==> config.mk <==
export PLATFORM = sky130hd
export DESIGN_NAME = nrs_re_mapper_flat
export DESIGN_NICKNAME = d
export VERILOG_FILES = /design/src/rtl/nrs_re_mapper_if.sv /design/src/rtl/nrs_re_mapper.sv /design/src/flat_wrapper.sv
export SDC_FILE = /design/constraint.sdc
export NUM_CORES = 1
export LEC_CHECK = 0
export CAP_MARGIN = 20
export CORE_MARGIN = 2
export CORE_UTILIZATION = 51
export CTS_CLUSTER_DIAMETER = 100
export DETAILED_ROUTE_END_ITERATION = 8
export GPL_ROUTABILITY_DRIVEN = 0
export GPL_TIMING_DRIVEN = 0
export HOLD_SLACK_MARGIN = 0.08
export PLACE_DENSITY = 0.8
export SYNTH_ARGS = -nofsm -noshare
export SYNTH_HDL_FRONTEND = slang
export SYNTH_SLANG_ARGS = --single-unit
==> constraint.sdc <==
create_clock -name clk -period 7.2 [get_ports clk]
set_input_delay 1.44 -clock clk [delete_from_list [all_inputs] [get_ports clk]]
set_output_delay 1.44 -clock clk [all_outputs]
set_load 0.01 [all_outputs]
==> src/rtl/nrs_re_mapper_if.sv <==
// Resource-element stream from the NRS mapper to the grid writer.
// Valid/ready handshake; the payload is held while stalled.
interface nrs_re_if #(
    parameter int WIDTH_REG = 16
);
    logic                 re_valid;
    logic                 re_ready;
    logic [3:0]           re_symbol;
    logic [3:0]           re_subcarrier;
    logic                 re_port;
    logic [WIDTH_REG-1:0] re_real;
    logic [WIDTH_REG-1:0] re_imag;

    modport master (
        output re_valid, re_symbol, re_subcarrier, re_port, re_real, re_imag,
        input  re_ready
    );

    modport slave (
        input  re_valid, re_symbol, re_subcarrier, re_port, re_real, re_imag,
        output re_ready
    );
endinterface

==> src/rtl/nrs_re_mapper.sv <==
// Copies one subframe of NRS words out of the generator store and streams them
// as resource elements (symbol, subcarrier, port, value) to the grid writer.
module nrs_re_mapper #(
    parameter int WIDTH_REG = 16,
    parameter int LINES     = 4,
    parameter int WIDTH_B   = 9
) (
    input  logic                 clk,
    input  logic                 rst,
    input  logic                 nrs_ready,
    input  logic [WIDTH_B-1:0]   N_cell_ID,
    input  logic                 two_ports,
    output logic [LINES-1:0]     rd_addr_1r,
    output logic [LINES-1:0]     rd_addr_1i,
    output logic [LINES-1:0]     rd_addr_2r,
    output logic [LINES-1:0]     rd_addr_2i,
    input  logic [WIDTH_REG-1:0] nrs_1r,
    input  logic [WIDTH_REG-1:0] nrs_1i,
    input  logic [WIDTH_REG-1:0] nrs_2r,
    input  logic [WIDTH_REG-1:0] nrs_2i,
    nrs_re_if.master             re_bus,
    output logic                 busy,
    output logic                 done,
    output logic                 overrun
);

    typedef enum logic [1:0] {IDLE, READ, DRAIN, EMIT} state_e;

    state_e               state_q, state_d;
    logic [1:0]           s_q;
    logic                 two_ports_q;
    logic [2:0]           vshift_q;
    logic [LINES-1:0]     rd_addr_q [4];
    logic                 cap_en_q;
    logic [1:0]           cap_s_q;
    logic [WIDTH_REG-1:0] buf_q [16];
    logic [4:0]           idx_q;
    logic                 valid_q, port_q, done_q, overrun_q;
    logic [3:0]           symbol_q, sc_q;
    logic [WIDTH_REG-1:0] real_q, imag_q;

    // Restoring reduction by 6*2^k: constant compares/subtracts, no divider.
    function automatic logic [2:0] mod6(input logic [WIDTH_B-1:0] x);
        logic [WIDTH_B-1:0] r;
        logic [WIDTH_B-1:0] sixk;
        r = x;
        for (int k = WIDTH_B - 3; k >= 0; k--) begin
            sixk = WIDTH_B'(6) << k;
            if (r >= sixk) r = r - sixk;
        end
        return r[2:0];
    endfunction

    // Emission index: idx[3:2] = symbol slot s, idx[1] = port, idx[0] = pilot m.
    logic [1:0] e_s;
    logic       e_port, e_m, load, last_xfer;
    logic [3:0] e_sum, e_rem, e_sc, e_sym;
    logic [4:0] idx_nxt;

    always_comb begin
        e_s     = idx_q[3:2];
        e_port  = idx_q[1];
        e_m     = idx_q[0];
        e_sum   = ((e_port == e_s[0]) ? 4'd0 : 4'd3) + {1'b0, vshift_q};
        e_rem   = (e_sum >= 4'd6) ? e_sum - 4'd6 : e_sum;
        e_sc    = e_m ? e_rem + 4'd6 : e_rem;
        unique case (e_s)
            2'd0:    e_sym = 4'd5;
            2'd1:    e_sym = 4'd6;
            2'd2:    e_sym = 4'd12;
            default: e_sym = 4'd13;
        endcase
        idx_nxt   = idx_q + ((two_ports_q || !idx_q[0]) ? 5'd1 : 5'd3);
        load      = (state_q == EMIT) && !idx_q[4] && (!valid_q || re_bus.re_ready);
        last_xfer = (state_q == EMIT) && idx_q[4] && valid_q && re_bus.re_ready;
    end

    // NOTE: state_d gets its default before the case so no latch is inferred.
    always_comb begin
        state_d = state_q;
        unique case (state_q)
            IDLE:    if (nrs_ready) state_d = READ;
            READ:    if (s_q == 2'd3) state_d = DRAIN;
            DRAIN:   state_d = EMIT;
            default: if (last_xfer) state_d = IDLE;
        endcase
    end

    // NOTE: all sequential state uses non-blocking assignments.
    always_ff @(posedge clk) begin
        if (!rst) begin
            state_q     <= IDLE;
            s_q         <= '0;
            two_ports_q <= 1'b0;
            vshift_q    <= '0;
            for (int i = 0; i < 4; i++) rd_addr_q[i] <= '0;
            cap_en_q    <= 1'b0;
            cap_s_q     <= '0;
            idx_q       <= '0;
            valid_q     <= 1'b0;
            symbol_q    <= '0;
            sc_q        <= '0;
            port_q      <= 1'b0;
            real_q      <= '0;
            imag_q      <= '0;
            done_q      <= 1'b0;
            overrun_q   <= 1'b0;
        end else begin
            state_q  <= state_d;
            done_q   <= 1'b0;
            cap_en_q <= (state_q == READ);
            cap_s_q  <= s_q;
            if (nrs_ready && state_q != IDLE) overrun_q <= 1'b1;
            unique case (state_q)
                IDLE: if (nrs_ready) begin
                    two_ports_q <= two_ports;
                    vshift_q    <= mod6(N_cell_ID);
                    s_q         <= 2'd0;
                    idx_q       <= '0;
                    for (int i = 0; i < 4; i++) rd_addr_q[i] <= LINES'({2'd0, 2'(i)});
                end
                READ: begin
                    s_q <= s_q + 2'd1;
                    for (int i = 0; i < 4; i++)
                        rd_addr_q[i] <= (s_q == 2'd3) ? '0 : LINES'({s_q + 2'd1, 2'(i)});
                end
                DRAIN: ;
                default: begin
                    if (load) begin
                        valid_q  <= 1'b1;
                        symbol_q <= e_sym;
                        sc_q     <= e_sc;
                        port_q   <= e_port;
                        real_q   <= buf_q[{e_s, e_m, 1'b0}];
                        imag_q   <= buf_q[{e_s, e_m, 1'b1}];
                        idx_q    <= idx_nxt;
                    end else if (valid_q && re_bus.re_ready) begin
                        valid_q <= 1'b0;
                    end
                    if (last_xfer) done_q <= 1'b1;
                end
            endcase
        end
    end

    // NOTE: the buffer has no reset; every word is rewritten before EMIT reads it.
    always_ff @(posedge clk) begin
        if (cap_en_q) begin
            buf_q[{cap_s_q, 2'd0}] <= nrs_1r;
            buf_q[{cap_s_q, 2'd1}] <= nrs_1i;
            buf_q[{cap_s_q, 2'd2}] <= nrs_2r;
            buf_q[{cap_s_q, 2'd3}] <= nrs_2i;
        end
    end

    assign rd_addr_1r = rd_addr_q[0];
    assign rd_addr_1i = rd_addr_q[1];
    assign rd_addr_2r = rd_addr_q[2];
    assign rd_addr_2i = rd_addr_q[3];

    assign re_bus.re_valid      = valid_q;
    assign re_bus.re_symbol     = symbol_q;
    assign re_bus.re_subcarrier = sc_q;
    assign re_bus.re_port       = port_q;
    assign re_bus.re_real       = real_q;
    assign re_bus.re_imag       = imag_q;

    assign busy    = (state_q != IDLE);
    assign done    = done_q;
    assign overrun = overrun_q;

endmodule

==> src/flat_wrapper.sv <==
// flat-port wrapper written by rule: the top's interface ports become plain ports
module nrs_re_mapper_flat 
#(
    parameter int WIDTH_REG = 16,
    parameter int LINES     = 4,
    parameter int WIDTH_B   = 9
)
  (clk, rst, nrs_ready, N_cell_ID, two_ports, rd_addr_1r, rd_addr_1i, rd_addr_2r, rd_addr_2i, nrs_1r, nrs_1i, nrs_2r, nrs_2i, busy, done, overrun, re_bus_re_valid, re_bus_re_symbol, re_bus_re_subcarrier, re_bus_re_port, re_bus_re_real, re_bus_re_imag, re_bus_re_ready);
  nrs_re_if #(.WIDTH_REG(WIDTH_REG)) re_bus_i ();
  input  logic clk;
  input  logic rst;
  input  logic nrs_ready;
  input  logic [WIDTH_B-1:0] N_cell_ID;
  input  logic two_ports;
  output logic [LINES-1:0] rd_addr_1r;
  output logic [LINES-1:0] rd_addr_1i;
  output logic [LINES-1:0] rd_addr_2r;
  output logic [LINES-1:0] rd_addr_2i;
  input  logic [WIDTH_REG-1:0] nrs_1r;
  input  logic [WIDTH_REG-1:0] nrs_1i;
  input  logic [WIDTH_REG-1:0] nrs_2r;
  input  logic [WIDTH_REG-1:0] nrs_2i;
  output logic busy;
  output logic done;
  output logic overrun;
  output wire logic [$bits(re_bus_i.re_valid)-1:0] re_bus_re_valid;
  output wire logic [$bits(re_bus_i.re_symbol)-1:0] re_bus_re_symbol;
  output wire logic [$bits(re_bus_i.re_subcarrier)-1:0] re_bus_re_subcarrier;
  output wire logic [$bits(re_bus_i.re_port)-1:0] re_bus_re_port;
  output wire logic [$bits(re_bus_i.re_real)-1:0] re_bus_re_real;
  output wire logic [$bits(re_bus_i.re_imag)-1:0] re_bus_re_imag;
  input wire logic [$bits(re_bus_i.re_ready)-1:0] re_bus_re_ready;
  assign re_bus_re_valid = re_bus_i.re_valid;
  assign re_bus_re_symbol = re_bus_i.re_symbol;
  assign re_bus_re_subcarrier = re_bus_i.re_subcarrier;
  assign re_bus_re_port = re_bus_i.re_port;
  assign re_bus_re_real = re_bus_i.re_real;
  assign re_bus_re_imag = re_bus_i.re_imag;
  assign re_bus_i.re_ready = re_bus_re_ready;
  nrs_re_mapper #(.WIDTH_REG(WIDTH_REG), .LINES(LINES), .WIDTH_B(WIDTH_B)) u_core (.clk(clk), .rst(rst), .nrs_ready(nrs_ready), .N_cell_ID(N_cell_ID), .two_ports(two_ports), .rd_addr_1r(rd_addr_1r), .rd_addr_1i(rd_addr_1i), .rd_addr_2r(rd_addr_2r), .rd_addr_2i(rd_addr_2i), .nrs_1r(nrs_1r), .nrs_1i(nrs_1i), .nrs_2r(nrs_2r), .nrs_2i(nrs_2i), .re_bus(re_bus_i), .busy(busy), .done(done), .overrun(overrun));
endmodule
; ---- After elaboration in Yosys (flattened, before gate mapping)
; Memory sizes are Yosys's and may differ from the RTL's. A register that Yosys moved wholly into a read port is not among the register bits.
; Cells that the tools add are included.
[op_classes]
n_addsub = 12
order_cmp = 8
n_eq_ne = 9
mux = 64
bitwise = 11
n_reduce_logical = 30
[op_table]
columns = cell, n
row1 = $mux 9, 24
row2 = $mux 4, 14
row3 = $mux 1, 13
row4 = $mux 2, 6
row5 = $pmux 4 s3, 1
row6 = $mux 5, 2
row7 = $pmux 5 s2, 1
row8 = $ge 9x3->1 const B, 1
row9 = $ge 9x4->1 const B, 1
row10 = $ge 9x5->1 const B, 1
row11 = $ge 9x6->1 const B, 1
row12 = $ge 9x7->1 const B, 1
row13 = $ge 9x8->1 const B, 1
row14 = $ge 9x9->1 const B, 1
row15 = $sub 9x4->9 const B, 1
row16 = $sub 9x5->9 const B, 1
row17 = $sub 9x6->9 const B, 1
row18 = $sub 9x7->9 const B, 1
row19 = $sub 9x8->9 const B, 1
row20 = $sub 9x9->9 const B, 1
row21 = $eq 2x2->1 const B, 4
row22 = $or 1x1->1, 8
row23 = $reduce_and 2->1, 4
row24 = $reduce_bool 2->1, 4
row25 = other kinds (23), 40
[word_totals]
ff_bits = 28
ram_bits = 272
input_bits = 78
mem_count = 2
[mem_list]
columns = name, words, width, rd, rd_clocked_by_memory_dff, write_ports, line_no
row1 = u_core.buf_q, 16, 16, 2, 2, 4, nrs_re_mapper.sv:36  ; logic [WIDTH_REG-1:0] buf_q [16];
row2 = u_core.rd_addr_q, 4, 4, 4, 0, 4, nrs_re_mapper.sv:33  ; logic [LINES-1:0] rd_addr_q [4];

; ---- Depth between registers and ports, before layout
[logic_depth]
word_depth = 32
depth_mapped = 29
mapped_depth_nobuf = 26

; ---- Worst setup path before layout
; No wires, ideal clock.
[synth_timing]
kind = input to register
startpoint = in N_cell_ID[5]
endpoint = reg u_core.vshift_q[2]
setup_ns = 0.127
arrival_ns = 6.953
t_required_ns = 7.073
path_slack_ns = 0.119
stages = 26
n_path_buf = 2
cell_sequence = buf_2 > nor4b_2 > and2_1 > o21ai_0 > ha_1 > or4b_1 > a31o_1 > o211ai_2 > nand2_1 > xor2_1 > ha_1 > a21o_1 > nor2_1 > xnor2_1 > ha_1 > clkbuf_1 > or4b_2 > a32oi_1 > mux2i_1 > nor3_2 > mux2i_1 > ha_1 > a211oi_1 > o311ai_2 > nor4_1 > nor3b_2
[synth_between]
elab_chain_cells = 32
[synth_rtl]
columns = element, line_no
row1 = "start, declared", flat_wrapper.sv:13  ; input logic [WIDTH_B-1:0] N_cell_ID;
row2 = $sub 9x9->9 / $ge 9x9->1 (equally long branches), nrs_re_mapper.sv:49  ; if (r >= sixk) r = r - sixk;
row3 = $mux 9 *, nrs_re_mapper.sv:49
row4 = $mux 9 *, nrs_re_mapper.sv:115  ; IDLE: if (nrs_ready) begin
row5 = $mux 9 *, nrs_re_mapper.sv:114  ; unique case (state_q)
row6 = $mux 9 *, nrs_re_mapper.sv:91  ; if (!rst) begin
row7 = $sub 9x8->9 / $ge 9x8->1 (equally long branches), nrs_re_mapper.sv:49
row8 = $mux 9 *, nrs_re_mapper.sv:49
row9 = $mux 9 *, nrs_re_mapper.sv:115
row10 = (+16 left out), n/a
row11 = $mux 9 *, nrs_re_mapper.sv:91
row12 = $sub 9x4->9 / $ge 9x4->1 (equally long branches), nrs_re_mapper.sv:49
row13 = $mux 9 *, nrs_re_mapper.sv:49
row14 = $mux 9 *, nrs_re_mapper.sv:115
row15 = $mux 9 *, nrs_re_mapper.sv:114
row16 = $mux 9 *, nrs_re_mapper.sv:91
row17 = $ge 9x3->1 / $sub 3x3->3 (equally long branches), nrs_re_mapper.sv:49
row18 = $mux 3 *, nrs_re_mapper.sv:49
row19 = "end signal, assigned", nrs_re_mapper.sv:117  ; vshift_q <= mod6(N_cell_ID);
row20 = "end, declared", nrs_re_mapper.sv:32  ; logic [2:0] vshift_q;
; Mark *: on every way between the ends. The rest lies on a longest branch, timed or not. The select of a mux whose other input is x is not followed.
; A chain may end at the register's enable or synchronous reset.

; ---- Final worst setup path
[layout_timing]
startpoint = in N_cell_ID[1]
endpoint = reg u_core.vshift_q[2]
; The elaborated chain is that of the path after synthesis.

==> flow_summary.json <==
{
  "status": "finished, final reports clean",
  "dieWidth_um": 168,
  "clock_latency_ns": 0.55,
  "r2r-end": "u_core.re_bus.re_subcarrier[3]",
  "setup.worst_path.class": "in -> reg",
  "wl_per_cell_um": 20.9,
  "start_kind": "input pin",
  "synthMuxAreaShare": 0.115,
  "tightest_slew_ns": 1.02,
  "cts_buffers": 31,
  "crit_required_ns": 7.63,
  "fp.coreArea_um2": 26700,
  "worstPathMaxFanout": 10,
  "drc": 0,
  "netlist_area_um2": 13800,
  "dieArea_um2": 28300,
  "final_nets": 1174,
  "yosys_most_used_dff": "edfxtp_1",
  "synth_compound_area_frac": 0.0739,
  "holdWs_ns": 0.472,
  "gr-max-usage-layer": "met2",
  "async_reset_ff_frac": 0,
  "hold_path.startpoint": "u_core.re_bus.re_port",
  "area_delta_synth_final_pct": 23.1,
  "vdd_ir_drop_max_uv": 232,
  "drive_gt1_frac": 0.163,
  "port_buffers": 134,
  "ys_top_cells_by_area": "edfxtp_1 58%, mux4_2 10%, dfxtp_1 9.2%",
  "synth.most_common_cell": "edfxtp_1",
  "cts-root-buf": "clkbuf_16",
  "place_inst": 1372,
  "period_needed_ns": 6.95,
  "drtPass1Iterations": 5,
  "synthSimpleGateAreaFrac": 0.0921,
  "num_vias": 8397,
  "startpoint": "N_cell_ID[1]",
  "yosysWarnings": 0,
  "yosysTopAreaCell": "edfxtp_1",
  "drt_iter0_drc": 829,
  "finClkSkew_ns": 0.0111,
  "grt_max_degree": 65,
  "rows": 60,
  "syn_avg_cell_area_um2": 15.6,
  "grt_util_met1": 0.283,
  "synth_edf_count": 264,
  "max_stage_delay_ns": 0.60,
  "worstSetupEndpointType": "flip-flop",
  "routed_wl_mm": 30.2,
  "start_util": 0.515,
  "ys_ff_latch": 327,
  "stdcell_count": 1441,
  "gr-usage-met2": 0.364,
  "synth-seq-area-share": 0.667,
  "r2r_start": "u_core.idx_q[2]",
  "slew_viol_final": 0,
  "holdCritPathClass": "reg -> reg",
  "antenna_found_initial": 3,
  "synth_top_area_frac": 0.576,
  "dp_hpwl_mm": 19.7,
  "clk_path_buf_depth": 3,
  "hold_violations": 0,
  "clk_pin_slew_ns": 0.06,
  "die_y_um": 168,
  "cap_violations": 0,
  "viasPerCell": 5.83,
  "synth_top_family_by_area": "multiplexers",
  "relSlewSlack": 0.319,
  "powerDensity_nw_per_um2": 289,
  "r2r_cells": 14,
  "arrival_ns": 7.38,
  "synth_cell_type_count": 78,
  "synthTopCellsByCount": "264 x edfxtp_1, 102 x nand2_1, 64 x mux4_2, 63 x dfxtp_1, 40 x nand3_1",
  "grt_pass1_vias": 8514,
  "crit_slowest_cell": "or4b_2",
  "setup_violations": 0,
  "leakage_nw": 6.03,
  "h-tree-depth": 1,
  "numClockSinks": 327,
  "synth_cells": 884,
  "whs_path_depth": 2,
  "grt_pass1_wl_mm": 46.7,
  "synth_fa_ha_area_frac": 0.0229,
  "met3_usage": 0.0360,
  "pin_count": 139,
  "timing.fmax_mhz": 144,
  "grt_usage": 0.213,
  "cts_tree": "built",
  "overflow": 0,
  "synthXorXnorAreaFrac": 0.00763,
  "hold_end": "u_core.re_bus.re_port",
  "drtAntennaViolNets": 0,
  "r2r_setup_slack_ns": 3.35,
  "period_share": 0.965
}
==> area by class of cell <==
class,instances,area [um^2]
inverter,15,56.3
clock inverter,14,184
tap,341,427
timing repair buffer,153,1580
sequential,327,9190
multi-input combinational,494,4430
fill,1858,9770
clock buffer,44,855
antenna,3,7.51
buffer,50,224
==> repair_timing <==
action,CTS,global route
hold buffers,0,0
setup buffers,4,3
gates resized for setup,7,15
pin swaps,4,9
gates cloned,0,0
setup endpoints to repair,2,2
==> metal layers <==
metal  up-vias  share of wire
li1       3809              -
met1      4221           0.41
met2       311           0.49
met3        56          0.067
met4         0          0.025
met5         -              0
==> layout by cell type, fill, tap and decap left out, types with 4 or more instances in the layout <==
master and n:
edfxtp_1 264, clkdlybuf4s50_1 131, nand2_1 101, mux4_2 64
dfxtp_1 63, nand3_1 40, clkbuf_1 40, o211a_1 34
clkbuf_16 31, nor2_1 23, ha_1 20, a21oi_1 19
o21ai_0 17, nor2b_1 15, inv_1 14, buf_4 14
nand2b_1 11, mux2i_1 10, buf_1 10, and2_1 9
a21boi_0 9, nor3_1 9, buf_6 8, xnor2_1 6
nor3b_1 5, clkinv_2 5, or2_2 4, a32oi_1 4
xor2_1 4, o21a_1 4, conb_1 4, bufinv_16 4
==> kinds of logic after synthesis <==
kind of cell / Yosys count
AOI/OAI and AO/OA: 126
xor gates and xnor gates: 12
adders and majority gates: 24
buffers and inverters: 66
DFF: 327
muxes: 78
other: 1
and+or+nand+nor: 250
==> metrics by stage <==
step	util	worst slack, ns	setup TNS (ns)	instance area [um^2]	total power [mW]
after floorplan	-	0.119	0	13800	2.93
after global placement	0.582	-1.14	-74.62	15500	3.21
after detailed placement	0.589	-1.14	-2.17	15700	3.24
after CTS	0.629	0.0960	0	16800	4.89
after global routing	0.634	-0.00399	-0.00399	16900	5.09
final	0.634	0.251	0	17000	4.89
==> registers in the layout (all words and copies together) (netlist names) <==
signal	count
u_core.buf_q	256
u_core.re_bus.re_imag	16
u_core.re_bus.re_real	16
u_core.rd_addr_q	11
u_core.idx_q	5
u_core.re_bus.re_subcarrier	4
u_core.re_bus.re_symbol	4
u_core.vshift_q	3
u_core.cap_s_q	2
u_core.s_q	2
u_core.state_q	2
u_core.cap_en_q	1
u_core.done	1
u_core.overrun	1
u_core.re_bus.re_port	1
u_core.re_bus.re_valid	1
u_core.two_ports_q	1
==> power by group <==
part | total, mW | switching (mW) | internal, mW
logic | 1.02 | 0.528 | 0.496
clock network | 1.64 | 0.670 | 0.971
registers | 2.23 | 0.0486 | 2.18
==> how the worst max path moves through the flow <==
stage / endpoint / cells after the start
final: u_core.vshift_q[2] / 26
after global placement: u_core.buf_q[0][0] / 1
after floorplan: u_core.vshift_q[2] / 26
after detailed placement: u_core.vshift_q[2] / 27
after global routing: u_core.vshift_q[2] / 27
after CTS: u_core.vshift_q[2] / 26
==> worst max-delay path, delay by kind of cell <==
| kind | cells | cell delay (ns) |
|---|---|---|
| XOR/XNOR | 2 | 0.29 |
| adder cells (fa/ha/maj) | 4 | 0.86 |
| buffers and inverters | 2 | 0.73 |
| multiplexers | 2 | 0.27 |
| AND/OR/NAND/NOR | 9 | 2.52 |
| AO/OA/AOI/OAI | 7 | 1.27 |
No activity file was read; power rests on OpenSTA's default activity.
